==> src/rtl/load_store_unit_if.sv <==
// Data-memory handshake between the load/store unit (master) and the memory (slave).
interface load_store_unit_if;
  logic        mem_req;
  logic        mem_we;
  logic [31:0] mem_addr;
  logic [3:0]  mem_be;
  logic [31:0] mem_wdata;
  logic        mem_ready;
  logic [31:0] mem_rdata;

  modport master (
    output mem_req, mem_we, mem_addr, mem_be, mem_wdata,
    input  mem_ready, mem_rdata
  );

  modport slave (
    input  mem_req, mem_we, mem_addr, mem_be, mem_wdata,
    output mem_ready, mem_rdata
  );
endinterface

==> src/rtl/load_store_unit.sv <==
// Load/store unit: one handshaked data-memory access per core request, with lane
// steering, load extension, legality/alignment checks and a bus timeout.
module load_store_unit #(
  parameter int TIMEOUT = 64
) (
  input  logic              clk,
  input  logic              reset,
  input  logic              req_valid,
  input  logic              req_we,
  input  logic [2:0]        funct3,
  input  logic [31:0]       addr,
  input  logic [31:0]       wdata,
  output logic              stall,
  output logic              done,
  output logic              err,
  output logic [31:0]       rdata,
  load_store_unit_if.master mem
);
  // state | meaning
  // IDLE  | wait for req_valid; decode, then launch or reject
  // BUSY  | mem_req held with registered bus fields until mem_ready or timeout
  // DONE  | one-cycle done pulse, err/rdata valid
  typedef enum logic [1:0] {IDLE, BUSY, DONE} state_t;

  localparam int CW = (TIMEOUT > 1) ? $clog2(TIMEOUT) : 1;
  localparam logic [CW-1:0] CNT_LAST = CW'((TIMEOUT > 0) ? TIMEOUT - 1 : 0);

  state_t        state_q, state_d;
  logic [CW-1:0] cnt_q, cnt_d;
  logic          we_q;
  logic [2:0]    f3_q;
  logic [1:0]    off_q;
  logic [31:0]   addr_q, wd_q;
  logic [3:0]    be_q;
  logic          err_d;
  logic [31:0]   rdata_d;
  logic          launch, legal, aligned;
  logic [3:0]    be_req;
  logic [31:0]   wd_req, ld_data;
  logic [7:0]    ld_byte;
  logic [15:0]   ld_half;

  always_comb begin
    legal   = 1'b0;
    aligned = 1'b0;
    be_req  = '0;
    wd_req  = '0;
    case (funct3)
      3'b000, 3'b100: begin
        legal   = !req_we || (funct3 == 3'b000);
        aligned = 1'b1;
        be_req  = 4'b0001 << addr[1:0];
        wd_req  = {4{wdata[7:0]}};
      end
      3'b001, 3'b101: begin
        legal   = !req_we || (funct3 == 3'b001);
        aligned = !addr[0];
        be_req  = 4'b0011 << addr[1:0];
        wd_req  = {2{wdata[15:0]}};
      end
      3'b010: begin
        legal   = 1'b1;
        aligned = (addr[1:0] == 2'b00);
        be_req  = 4'b1111;
        wd_req  = wdata;
      end
      default: ;
    endcase
  end

  always_comb begin
    ld_byte = mem.mem_rdata[{off_q, 3'b000} +: 8];
    ld_half = mem.mem_rdata[{off_q[1], 4'b0000} +: 16];
    case (f3_q)
      3'b000:  ld_data = {{24{ld_byte[7]}}, ld_byte};
      3'b100:  ld_data = {24'd0, ld_byte};
      3'b001:  ld_data = {{16{ld_half[15]}}, ld_half};
      3'b101:  ld_data = {16'd0, ld_half};
      default: ld_data = mem.mem_rdata;
    endcase
  end

  always_ff @(posedge clk or negedge reset) begin
    if (!reset) begin
      state_q <= IDLE;
      cnt_q   <= '0;
      we_q    <= 1'b0;
      f3_q    <= '0;
      off_q   <= '0;
      addr_q  <= '0;
      wd_q    <= '0;
      be_q    <= '0;
      err     <= 1'b0;
      rdata   <= '0;
    end else begin
      state_q <= state_d;
      cnt_q   <= cnt_d;
      err     <= err_d;
      rdata   <= rdata_d;
      if (launch) begin
        we_q   <= req_we;
        f3_q   <= funct3;
        off_q  <= addr[1:0];
        addr_q <= {addr[31:2], 2'b00};
        wd_q   <= wd_req;
        be_q   <= be_req;
      end
    end
  end

  always_comb begin
    state_d = state_q;
    cnt_d   = cnt_q;
    err_d   = err;
    rdata_d = rdata;
    launch  = 1'b0;
    stall   = 1'b0;
    case (state_q)
      IDLE: begin
        // reset gating keeps stall low while the unit is held in reset
        stall = req_valid && reset;
        if (req_valid) begin
          if (legal && aligned) begin
            launch  = 1'b1;
            cnt_d   = '0;
            state_d = BUSY;
          end else begin
            err_d   = 1'b1;
            rdata_d = '0;
            state_d = DONE;
          end
        end
      end
      BUSY: begin
        stall = 1'b1;
        if (mem.mem_ready) begin
          rdata_d = we_q ? 32'd0 : ld_data;
          err_d   = 1'b0;
          state_d = DONE;
        end else begin
          cnt_d = cnt_q + CW'(1);
          if ((TIMEOUT != 0) && (cnt_q == CNT_LAST)) begin
            err_d   = 1'b1;
            rdata_d = '0;
            state_d = DONE;
          end
        end
      end
      DONE:    state_d = IDLE;
      default: state_d = IDLE;
    endcase
  end

  assign done          = (state_q == DONE);
  assign mem.mem_req   = (state_q == BUSY);
  assign mem.mem_we    = mem.mem_req && we_q;
  assign mem.mem_addr  = addr_q;
  assign mem.mem_be    = mem.mem_req ? be_q : 4'd0;
  assign mem.mem_wdata = mem.mem_req ? wd_q : 32'd0;
endmodule

==> src/flat_wrapper.sv <==
// flat-port wrapper written by rule: the top's interface ports become plain ports
module load_store_unit_flat 
#(
  parameter int TIMEOUT = 64
)
  (clk, reset, req_valid, req_we, funct3, addr, wdata, stall, done, err, rdata, mem_mem_req, mem_mem_we, mem_mem_addr, mem_mem_be, mem_mem_wdata, mem_mem_ready, mem_mem_rdata);
  load_store_unit_if mem_i ();
  input  logic clk;
  input  logic reset;
  input  logic req_valid;
  input  logic req_we;
  input  logic [2:0] funct3;
  input  logic [31:0] addr;
  input  logic [31:0] wdata;
  output logic stall;
  output logic done;
  output logic err;
  output logic [31:0] rdata;
  output wire logic [$bits(mem_i.mem_req)-1:0] mem_mem_req;
  output wire logic [$bits(mem_i.mem_we)-1:0] mem_mem_we;
  output wire logic [$bits(mem_i.mem_addr)-1:0] mem_mem_addr;
  output wire logic [$bits(mem_i.mem_be)-1:0] mem_mem_be;
  output wire logic [$bits(mem_i.mem_wdata)-1:0] mem_mem_wdata;
  input wire logic [$bits(mem_i.mem_ready)-1:0] mem_mem_ready;
  input wire logic [$bits(mem_i.mem_rdata)-1:0] mem_mem_rdata;
  assign mem_mem_req = mem_i.mem_req;
  assign mem_mem_we = mem_i.mem_we;
  assign mem_mem_addr = mem_i.mem_addr;
  assign mem_mem_be = mem_i.mem_be;
  assign mem_mem_wdata = mem_i.mem_wdata;
  assign mem_i.mem_ready = mem_mem_ready;
  assign mem_i.mem_rdata = mem_mem_rdata;
  load_store_unit #(.TIMEOUT(TIMEOUT)) u_core (.clk(clk), .reset(reset), .req_valid(req_valid), .req_we(req_we), .funct3(funct3), .addr(addr), .wdata(wdata), .stall(stall), .done(done), .err(err), .rdata(rdata), .mem(mem_i));
endmodule
==> config.mk <==
export PLATFORM = sky130hd
export DESIGN_NAME = load_store_unit_flat
export DESIGN_NICKNAME = d
export VERILOG_FILES = /design/src/rtl/load_store_unit_if.sv /design/src/rtl/load_store_unit.sv /design/src/flat_wrapper.sv
export SDC_FILE = /design/constraint.sdc
export NUM_CORES = 1
export LEC_CHECK = 0
export BUFFER_PORTS_ARGS = -buffer_cell sky130_fd_sc_hd__buf_2
export CELL_PAD_IN_SITES_DETAIL_PLACEMENT = 0
export CELL_PAD_IN_SITES_GLOBAL_PLACEMENT = 1
export CORE_MARGIN = 3
export CORE_UTILIZATION = 40
export DETAILED_ROUTE_END_ITERATION = 8
export PLACE_DENSITY = 0.93
export SETUP_SLACK_MARGIN = 0.4
export SYNTH_ARGS = -nofsm -noshare
export SYNTH_HDL_FRONTEND = slang
export SYNTH_SLANG_ARGS = --single-unit
==> constraint.sdc <==
create_clock -name clk -period 3.63 [get_ports clk]
set_input_delay 0.726 -clock clk [delete_from_list [all_inputs] [get_ports clk]]
set_output_delay 0.726 -clock clk [all_outputs]
set_load 0.01 [all_outputs]
======== After elaboration in Yosys (flattened, before gate mapping) ========
Cells that the tools add are included.
word-level totals
  register bits ........................... 113
  latch bits .............................. 0
  bits in writable memories ............... 0
  ROM bits ................................ 0
  output and inout bits ................... 105
  word-level logic and storage cells ...... 78
  memories ................................ 0
cells by class
  add/subtract/negate cells ............... 1
  $mul .................................... 0
  divide/modulo/power cells ............... 0
  $lt $le $gt $ge ......................... 0
  eq/ne operators ......................... 15
  shift operators ......................... 4
  multiplexer cells ....................... 31
  bitwise operators ....................... 0
  reductions and logical operators ........ 17
operator list
  cell                                                  number
  two-way mux 32 bit                                    6
  case mux 32 bit (4 select lines)                      1
  case mux 32 bit (3 select lines)                      1
  case mux 32 bit (2 select lines)                      1
  variable part select 32 x 6 -> 16 bit                 1
  variable part select 32 x 6 -> 8 bit                  1
  two-way mux 6 bit                                     3
  equality test 3 bit (second input constant)           4
  case mux 4 bit (3 select lines)                       1
  case mux 6 bit (2 select lines)                       1
  two-way mux 2 bit                                     4
  AND reduction 4 bit                                   2
  two-way mux 1 bit                                     7
  adder 6 x 1 -> 6 bit (second input constant)          1
  equality test 3 x 1 -> 1 bit (second input constant)  2
  equality test 6 bit (second input constant)           1
  logical NOT 3 bit                                     2
  != test 2 bit (second input constant)                 3
  case mux 1 bit (3 select lines)                       2
  logical NOT 2 bit                                     2
  two-way mux 4 bit                                     1
  case mux 1 bit (2 select lines)                       2
  case mux 2 bit (2 select lines)                       1
  OR reduction 2 bit                                    2
  12 further kinds                                      16

======== Depth between registers and ports, before layout ========
Gate-level depths: netlist (run 1).
  word-level depth ........................ 7
  gate-level depth with buffers ........... 7

======== Least setup slack after synthesis (run 1) ========
No wires, ideal clock.
  kind .................................... register to output
  from .................................... register u_core.state_q[1]
  to ...................................... output port mem_mem_wdata[16]
  data arrival time ....................... 1.392 ns
  required time ........................... 2.904 ns
  setup slack ............................. 1.512 ns
  cell stages (with the launch flop) ...... 7
  path buffers ............................ 3
  path through ............................ dfrtp_1 -> buf_2 -> nand2b_1 -> inv_1 -> clkbuf_1 -> clkbuf_1 -> and2_1
on the way
  longest elaborated chain between the ends .. 2
ends and longest elaborated chain
  element                       RTL line                RTL
  from (decl)                   load_store_unit.sv:28   state_t state_q, state_d;
  from (signal assigned)        load_store_unit.sv:96   state_q <= state_d;
  equality test 2 x 1 -> 1 bit  load_store_unit.sv:155  assign mem.mem_req = (state_q == BUSY);
  two-way mux 32 bit            load_store_unit.sv:159  assign mem.mem_wdata = mem.mem_req ? wd_q : 32'd0;
  to (decl)                     flat_wrapper.sv:23      output wire logic [$bits(mem_i.mem_wdata)-1:0] mem_mem_wdata;
Every way passes these cells.

======== Final worst setup path (run 1) ========
  from .................................... register u_core.state_q[1]
  to ...................................... output port mem_mem_wdata[30]
Same word-level chain as after synthesis.

==> flow_metrics.py, run 1 <==
metrics = {
    "setup_path": {
        "slowest_delay_ns": 0.65,
        "setup_slack_reg_to_reg_ns": 1.27,
        "crit_type": "flop to output port",
        "crit_path_cell_trace": "nand2b_1 > inv_1 > and2_1 > buf_2",
        "crit_path_end_kind": "output port",
        "critical_path.reg2reg.startpoint": "u_core.state_q[1]$_DFFE_PN0P_",
        "worstPathRequired_ns": 2.90,
        "timing.critical_path.slowest_stage_cell": "inv_1",
        "reg2regPathDepth": 6,
        "critical_path.startpoint_type": "flop",
        "worst-path-max-fanout": 39,
        "worst_ep_arrival_time_ns": 2.18,
        "crit-reg2reg-capture": "u_core.rdata[12]$_DFFE_PN0P_",
    },
    "clock_network": {
        "cts.sinks": 113,
        "ctsHtreeMaxLevel": 4,
        "cts.repair.resized": 0,
        "postCtsSetupBuffers": 0,
        "cts_root_buf": "clkbuf_16",
        "cts_buffer_depth": 2,
        "clock_insertion_delay_worst_skew_ns": 0.41,
        "cts_tree": "done",
        "clk_pin_slew_worst_paths_ns": 0.05,
        "cts_hold_repair.buffers": 0,
        "cts_inserted_buffers": 17,
    },
    "route": {
        "detail_route.wl_per_cell_microns": 17.2,
        "wl_microns": 15800,
        "antenna_left": 0,
        "post_drt_via_cell_ratio": 5.38,
        "drt-initial-drc-count": 411,
        "route.detailed.drc": 0,
        "vias": 4931,
        "dr.pass1.iters": 5,
    },
    "sta": {
        "rsz0062_at_grt": "no",
        "period_needed_ns": 2.90,
        "count_of_final_hold_check_violations": 0,
        "final-setup-viol-count": 0,
        "max_clock_freq_ghz": 0.345,
        "hold_ws_ns": 0.259,
        "timing.final.ws_setup_ns": 0.728,
        "post-route-period-util": 0.800,
        "setup_tns_ns": 0,
        "report.final.slew_viol_count": 0,
        "worst_clock_skew_on_the_final_layout_ns": 0.00563,
        "maxSlewHeadroom": 0.315,
        "tightest_slew_ns": 1.03,
    },
    "floorplan": {
        "floorplan.rows": 42,
        "width_of_the_die_microns": 124,
        "core_region_area_sq_um": 13500,
        "die_h_microns": 124,
        "io-pin-count": 209,
        "die_area_sq_um": 15500,
        "initial_core_util": 0.416,
    },
    "power_and_ir_drop": {
        "netSwitchingPower_w": 0.00154,
        "largest_voltage_drop_on_the_vdd_net_uv": 337,
        "pwr-share-clk": 0.319,
        "net_switching_fraction_of_the_power": 0.331,
        "leakagePower_nw": 3.62,
        "power.combinational.fraction": 0.266,
        "seq_power_share": 0.414,
        "report.power.total_w": 0.00465,
        "intPower_w": 0.00311,
        "power_per_cell_area_nw_per_um2": 640,
    },
    "synthesis": {
        "synth.ff_latch_count": 113,
        "cell_variety_after_synth": 48,
        "sequential_cell_area_fraction_in_the_yosys_report": 0.505,
        "ys_async_sr_fraction": 1.00,
        "synth_enable_flop_cells": 0,
        "mappedNetlistArea_sq_um": 5600,
        "avgSynthCellArea_sq_um": 10.5,
        "yosysWarnings": 0,
        "synth-main-ff-cell": "dfrtp_1",
        "postSynthCellCount": 532,
    },
    "finish": {
        "area_used_by_multi_input_combinational_logic_sq_um": 2570,
        "nNetsFinal": 833,
        "layout-drive-gt1-share": 0.349,
        "fillCellCount": 1280,
        "final-seq-area_sq_um": 2830,
        "area_growth_syn_to_layout_pct": 29.9,
    },
    "global_routing": {
        "antenna_found_initial": 2,
        "grt-ovfl-total": 0,
        "grt_max_degree": 50,
        "grt_pass1_wl_microns": 26200,
        "vias_in_the_first_global_route": 5071,
        "track_usage": 0.209,
    },
    "place": {
        "dp_hpwl_microns": 11400,
        "gp_congestion": 0.881,
        "pre_cts_ws_ns": 0.992,
        "buffer_ports.inserted": 206,
    },
    "run_status": {
        "run_status": "complete, no violations",
    },
    "flow_run": {
        "maxCapViolations": 0,
    },
    "worst_hold_path": {
        "hold_path_class": "input pin to async pin",
    },
}
-- metrics by stage --
stage / std cells / instance area, sq um / utilization
after floorplan: 533 / 5600 / -
after CTS: 916 / 7270 / 0.540
after detailed placement: 885 / 6740 / 0.501
after global routing: 917 / 7270 / 0.540
final: 917 / 7270 / 0.540
after global placement: 885 / 6740 / 0.501
-- layout make-up --
cell class | count | area share
well taps | 176 | 0.0303
inverters | 8 | 0.00413
repair buffers | 214 | 0.150
diodes | 1 | 0.000344
multi-input cells | 374 | 0.353
flip-flops and latches | 113 | 0.389
clock buffers | 19 | 0.0596
clock inverters | 12 | 0.0131
-- synth_stat cells, drive strengths merged (2+ instances only) --
master / count / area [sq um]
mux4: 2 / 45.0
nand2: 60 / 225
nor3: 2 / 10.0
a21oi: 21 / 109
mux2i: 20 / 200
nor2: 25 / 93.8
nor3b: 5 / 47.5
a22oi: 16 / 120
nand3: 3 / 15.0
nor2b: 9 / 56.3
dfrtp: 113 / 2830
nand2b: 26 / 163
o21ai: 40 / 204
mux2: 38 / 428
and2: 38 / 238
clkbuf: 15 / 56.3
a22o: 8 / 70.1
o22ai: 8 / 50.1
a21o: 2 / 15.0
buf: 23 / 133
a221oi: 2 / 23.8
o2bb2ai: 10 / 87.6
inv: 8 / 30.0
a32o: 17 / 170
o211ai: 6 / 45.0
-- power groups by stage --
stage	Sequential [W]	Clock (W)	Combinational (W)
after global placement	0.00193	0	0.00121
after detailed placement	0.00194	0	0.00125
final	0.00193	0.00149	0.00124
after floorplan	0.00191	0	0.000733
after CTS	0.00193	0.00152	0.00126
after global routing	0.00198	0.00159	0.00139
-- cell families (layout without fill, tap and decap cells) --
logic type	after synthesis	after routing	synth area share
AOI/OAI and AO/OA	138	138	0.174
and+or+nand+nor	173	173	0.159
muxes	60	60	0.120
other	1	3	0.000670
buffers and inverters	46	253	0.0391
DFF	113	113	0.505
adders and majority gates	1	1	0.00223
-- registers in the layout, summed over array words and instances (netlist names) --
signal	flops
u_core.rdata	32
u_core.wd_q	32
u_core.mem.mem_addr	30
u_core.cnt_q	6
u_core.be_q	4
u_core.f3_q	3
u_core.off_q	2
u_core.state_q	2
u_core.err	1
u_core.we_q	1
-- worst max-delay path, delay by kind of cell (launching register included) --
family                 cells  cell delay, ns
buffers and inverters      2            0.79
flip-flops                 1            0.47
AND/OR/NAND/NOR            2            0.50
-- layer usage --
metal	vias to the layer above	GRT usage	share of wire
met5	-	0	0.00057
met4	2	0.0793	0.023
met3	26	0.0656	0.073
met2	204	0.341	0.49
met1	2408	0.260	0.41
li1	2291	-	-
-- cell usage in the layout (no fill, tap or decap), types with 2 or more instances in the layout --
cell / synthesis / layout
nand3_1: 3 / 3
mux2_1: 35 / 35
clkbuf_16: 0 / 17
buf_4: 2 / 9
nor2b_1: 9 / 9
nor3b_1: 3 / 2
buf_2: 19 / 205
nand2_1: 60 / 60
clkinv_2: 0 / 7
a22oi_1: 16 / 16
o211ai_1: 6 / 6
mux2i_1: 20 / 20
mux4_2: 2 / 2
clkinvlp_4: 0 / 4
nor2_1: 25 / 25
inv_1: 8 / 8
o21ai_1: 9 / 9
nor3b_2: 2 / 3
conb_1: 1 / 2
nand2b_1: 26 / 26
o21ai_0: 30 / 30
mux2_2: 3 / 3
o22ai_1: 8 / 8
and2_1: 38 / 38
dfrtp_1: 113 / 113
a32o_1: 17 / 17
nor3_1: 2 / 2
a21oi_1: 20 / 20
a22o_1: 8 / 8
o2bb2ai_1: 10 / 10
clkbuf_1: 15 / 2
a21o_1: 2 / 2
-- worst max path at each step --
stage	startpoint	end	slack, ns
final	u_core.state_q[1]$_DFFE_PN0P_	mem_mem_wdata[30]	0.73
after global routing	u_core.state_q[1]$_DFFE_PN0P_	mem_mem_wdata[30]	0.52
after CTS	u_core.state_q[1]$_DFFE_PN0P_	mem_mem_wdata[30]	0.67
after detailed placement	funct3[0]	u_core.err$_DFFE_PN0P_	0.99
after global placement	funct3[0]	u_core.err$_DFFE_PN0P_	1.08
after floorplan	u_core.state_q[1]$_DFFE_PN0P_	mem_mem_wdata[16]	1.51
Power figures use the tool's default switching activity.
==> inputs of run 2 (changes only) <==
--- a/config.mk
+++ b/config.mk
@@ -5,13 +5,14 @@
 export SDC_FILE = /design/constraint.sdc
 export NUM_CORES = 1
 export LEC_CHECK = 0
+export ABC_AREA = 1
 export BUFFER_PORTS_ARGS = -buffer_cell sky130_fd_sc_hd__buf_2
 export CELL_PAD_IN_SITES_DETAIL_PLACEMENT = 0
 export CELL_PAD_IN_SITES_GLOBAL_PLACEMENT = 1
 export CORE_MARGIN = 3
-export CORE_UTILIZATION = 40
+export CORE_UTILIZATION = 31
 export DETAILED_ROUTE_END_ITERATION = 8
-export PLACE_DENSITY = 0.93
+export PLACE_DENSITY = 0.84
 export SETUP_SLACK_MARGIN = 0.4
 export SYNTH_ARGS = -nofsm -noshare
 export SYNTH_HDL_FRONTEND = slang
==> constraint.sdc (replaced) <==
create_clock -name clk -period 2.42 [get_ports clk]
set_input_delay 0.484 -clock clk [delete_from_list [all_inputs] [get_ports clk]]
set_output_delay 0.484 -clock clk [all_outputs]
set_load 0.01 [all_outputs]
==> flow_metrics.py, run 2 <==
metrics = {
    "power_and_ir_drop": {
        "intPower_w": 0.00461,
        "pwr-share-clk": 0.352,
        "power.combinational.fraction": 0.267,
        "seq_power_share": 0.381,
        "power_per_cell_area_nw_per_um2": 932,
        "netSwitchingPower_w": 0.00235,
        "largest_voltage_drop_on_the_vdd_net_uv": 570,
        "net_switching_fraction_of_the_power": 0.338,
        "leakagePower_nw": 4.12,
        "report.power.total_w": 0.00696,
    },
    "clock_network": {
        "cts_buffer_depth": 2,
        "ctsHtreeMaxLevel": 4,
        "cts_tree": "done",
        "cts_inserted_buffers": 17,
        "cts_hold_repair.buffers": 0,
        "cts_root_buf": "clkbuf_16",
        "cts.sinks": 113,
        "clock_insertion_delay_worst_skew_ns": 0.42,
        "clk_pin_slew_worst_paths_ns": 0.05,
    },
    "worst_hold_path": {
        "hold_path_class": "input pin to async pin",
    },
    "sta": {
        "max_clock_freq_ghz": 0.495,
        "count_of_final_hold_check_violations": 0,
        "setup_tns_ns": 0,
        "report.final.slew_viol_count": 0,
        "post-route-period-util": 0.834,
        "worst_clock_skew_on_the_final_layout_ns": 0.0100,
        "period_needed_ns": 2.02,
        "final-setup-viol-count": 0,
        "maxSlewHeadroom": 0.573,
        "tightest_slew_ns": 0.640,
        "rsz0062_at_grt": "yes",
    },
    "synthesis": {
        "postSynthCellCount": 743,
        "mappedNetlistArea_sq_um": 5640,
        "avgSynthCellArea_sq_um": 7.58,
        "synth_top_area_share": 0.502,
        "netlist_top_cells_area": "dfrtp_1, nand2_1, o21ai_0",
        "synth_fa_ha_area_frac": 0.00222,
        "synthDominantAreaCellType": "dfrtp_1",
        "dominant_combinational_cell_family_by_area_after_synthesis": "simple AND/OR/NAND/NOR gates",
        "synth.ff_latch_count": 113,
        "synth_most_common_cell": "nand2_1",
        "synthSimpleGateAreaFrac": 0.288,
        "sequential_cell_area_fraction_in_the_yosys_report": 0.502,
        "cell_variety_after_synth": 35,
        "synth_enable_flop_cells": 0,
        "yosysWarnings": 0,
        "synth_xor_area_frac": 0.00311,
        "ys_async_sr_fraction": 1.00,
        "post_synth_most_frequent_cells": "nand2_1, dfrtp_1, o21ai_0",
        "synth_compound_area_frac": 0.119,
        "synth-main-ff-cell": "dfrtp_1",
        "multiplexer_area_fraction_after_synthesis": 0,
    },
    "setup_path": {
        "crit_path_cell_trace": "nor2_4 > inv_8 > nor2_1 > buf_2",
        "critical_path.reg2reg.startpoint": "u_core.state_q[1]$_DFFE_PN0P_",
        "worstPathRequired_ns": 1.94,
        "reg2regPathDepth": 9,
        "cp_top_family": "flip-flops",
        "critical_path.startpoint_type": "flop",
        "critical_path_depth": 4,
        "crit_type": "flop to output port",
        "timing.critical_path.slowest_stage_cell": "dfrtp_1",
        "setup_slack_reg_to_reg_ns": 0.57,
        "worst_ep_arrival_time_ns": 1.53,
        "worstSetupStartpoint": "u_core.state_q[1]$_DFFE_PN0P_",
        "crit_path_end_kind": "output port",
        "crit-reg2reg-capture": "u_core.rdata[0]$_DFFE_PN0P_",
        "slowest_delay_ns": 0.43,
        "critPathBufInv": 2,
        "worst_setup_path_endpoint": "mem_mem_wdata[6]",
        "worst-path-max-fanout": 41,
    },
    "floorplan": {
        "io-pin-count": 209,
        "die_h_microns": 141,
        "width_of_the_die_microns": 141,
        "core_region_area_sq_um": 17500,
        "initial_core_util": 0.321,
        "floorplan.rows": 48,
        "die_area_sq_um": 19800,
    },
    "place": {
        "buffer_ports.inserted": 206,
        "gp_congestion": 0.844,
        "dp_hpwl_microns": 12700,
        "place.detailed.instances": 1150,
    },
    "global_routing": {
        "grt_max_degree": 114,
        "vias_in_the_first_global_route": 5496,
        "antenna_found_initial": 0,
        "grt_pass1_wl_microns": 28700,
        "track_usage": 0.182,
        "grt-ovfl-total": 0,
    },
    "route": {
        "dr.pass1.iters": 5,
        "vias": 5597,
        "wl_microns": 17600,
        "antenna_left": 0,
        "route.detailed.drc": 0,
        "detail_route.wl_per_cell_microns": 14.9,
        "drt-initial-drc-count": 354,
        "post_drt_via_cell_ratio": 4.72,
    },
    "finish": {
        "nNetsFinal": 1051,
        "area_growth_syn_to_layout_pct": 32.6,
        "most-common-layout-cells": "nand2_1, buf_2, dfrtp_1",
        "layout-drive-gt1-share": 0.292,
        "final_common_cell": "nand2_1",
        "layoutNonFillerInstCount": 1185,
    },
    "run_status": {
        "run_status": "complete, no violations",
    },
    "flow_run": {
        "maxCapViolations": 0,
    },
}
run 2: cell types whose count changed after synthesis, moves of 35 or more:
cell     change
nand2_1    +211
inv_1       +57
o21ai_0     +50
nand3_1     +44
and2_1      -38
nor2_1      +36
mux2_1      -35
run 2: layer usage:
layer,part of all wire,vias to the layer above,track usage
li1,-,2750,-
met1,0.44,2605,0.241
met2,0.47,222,0.290
met3,0.081,20,0.0482
met4,0.012,0,0.0597
met5,0,-,0
run 2: through the flow:
stage | util | hold WS, ns | instance area [sq um] | setup WS (ns)
finish | 0.426 | 0.186 | 7470 | 0.401
global route | 0.426 | 0.236 | 7470 | 0.368
CTS | 0.425 | 0.209 | 7450 | 0.400
detailed placement | 0.391 | 0.454 | 6850 | 0.204
global placement | 0.391 | 0.450 | 6850 | 0.292
floorplan | - | 0.188 | 5640 | 0.601
run 2: logic make-up after synthesis:
group / count (synthesis)
compound gates: 118
xor+xnor: 2
fa+ha+maj: 1
buf+inv: 110
flops: 113
other cells: 1
simple gates: 398
run 2: what timing repair did:
| item | CTS | global route |
|---|---|---|
| endpoints found under the setup margin | 56 | 26 |
| endpoints found under the hold margin | 0 | 0 |
| setup buffers | 2 | 0 |
| pin swaps | 1 | 0 |
| resized for setup | 3 | 8 |
run 2: worst reg2reg max path: stages, from the launching register on:
cell	delay (ns)
dfrtp_1	0.43
nor2_4	0.19
buf_4	0.18
nand2_1	0.10
nor2_1	0.13
nor2_1	0.05
nand2_1	0.13
buf_4	0.34
nand2_1	0.10
o31ai_1	0.09
run 2: how the worst min path moves through the flow:
stage	cells after the start	slack [ns]	endpoint	startpoint
3_3_place_gp	2	0.45	u_core.mem.mem_addr[14]$_DFFE_PN0P_	u_core.mem.mem_addr[14]$_DFFE_PN0P_
3_5_place_dp	2	0.45	u_core.mem.mem_addr[24]$_DFFE_PN0P_	u_core.mem.mem_addr[24]$_DFFE_PN0P_
6_report	2	0.19	u_core.f3_q[1]$_DFFE_PN0P_	reset
5_1_grt	2	0.24	u_core.cnt_q[1]$_DFFE_PN0P_	reset
2_1_floorplan	0	0.19	u_core.be_q[0]$_DFFE_PN0P_	reset
4_1_cts	2	0.21	u_core.wd_q[30]$_DFFE_PN0P_	reset
run 2: power groups by stage:
stage               sequential, W  combinational, W  clock, W
finish                    0.00265           0.00186   0.00245
global route              0.00271           0.00212   0.00262
CTS                       0.00265           0.00187   0.00250
detailed placement        0.00267           0.00186         0
global placement          0.00267           0.00182         0
floorplan                 0.00272           0.00107         0
run 2: layout make-up:
| class | instances | area, sq um |
|---|---|---|
| Antenna cell | 1 | 2.50 |
| Sequential cell | 113 | 2830 |
| Multi-Input combinational cell | 521 | 2350 |
| Inverter | 73 | 284 |
| Fill cell | 1856 | 10100 |
| Timing Repair Buffer | 220 | 1150 |
| Clock inverter | 10 | 110 |
| Clock buffer | 22 | 464 |
| Tap cell | 225 | 282 |
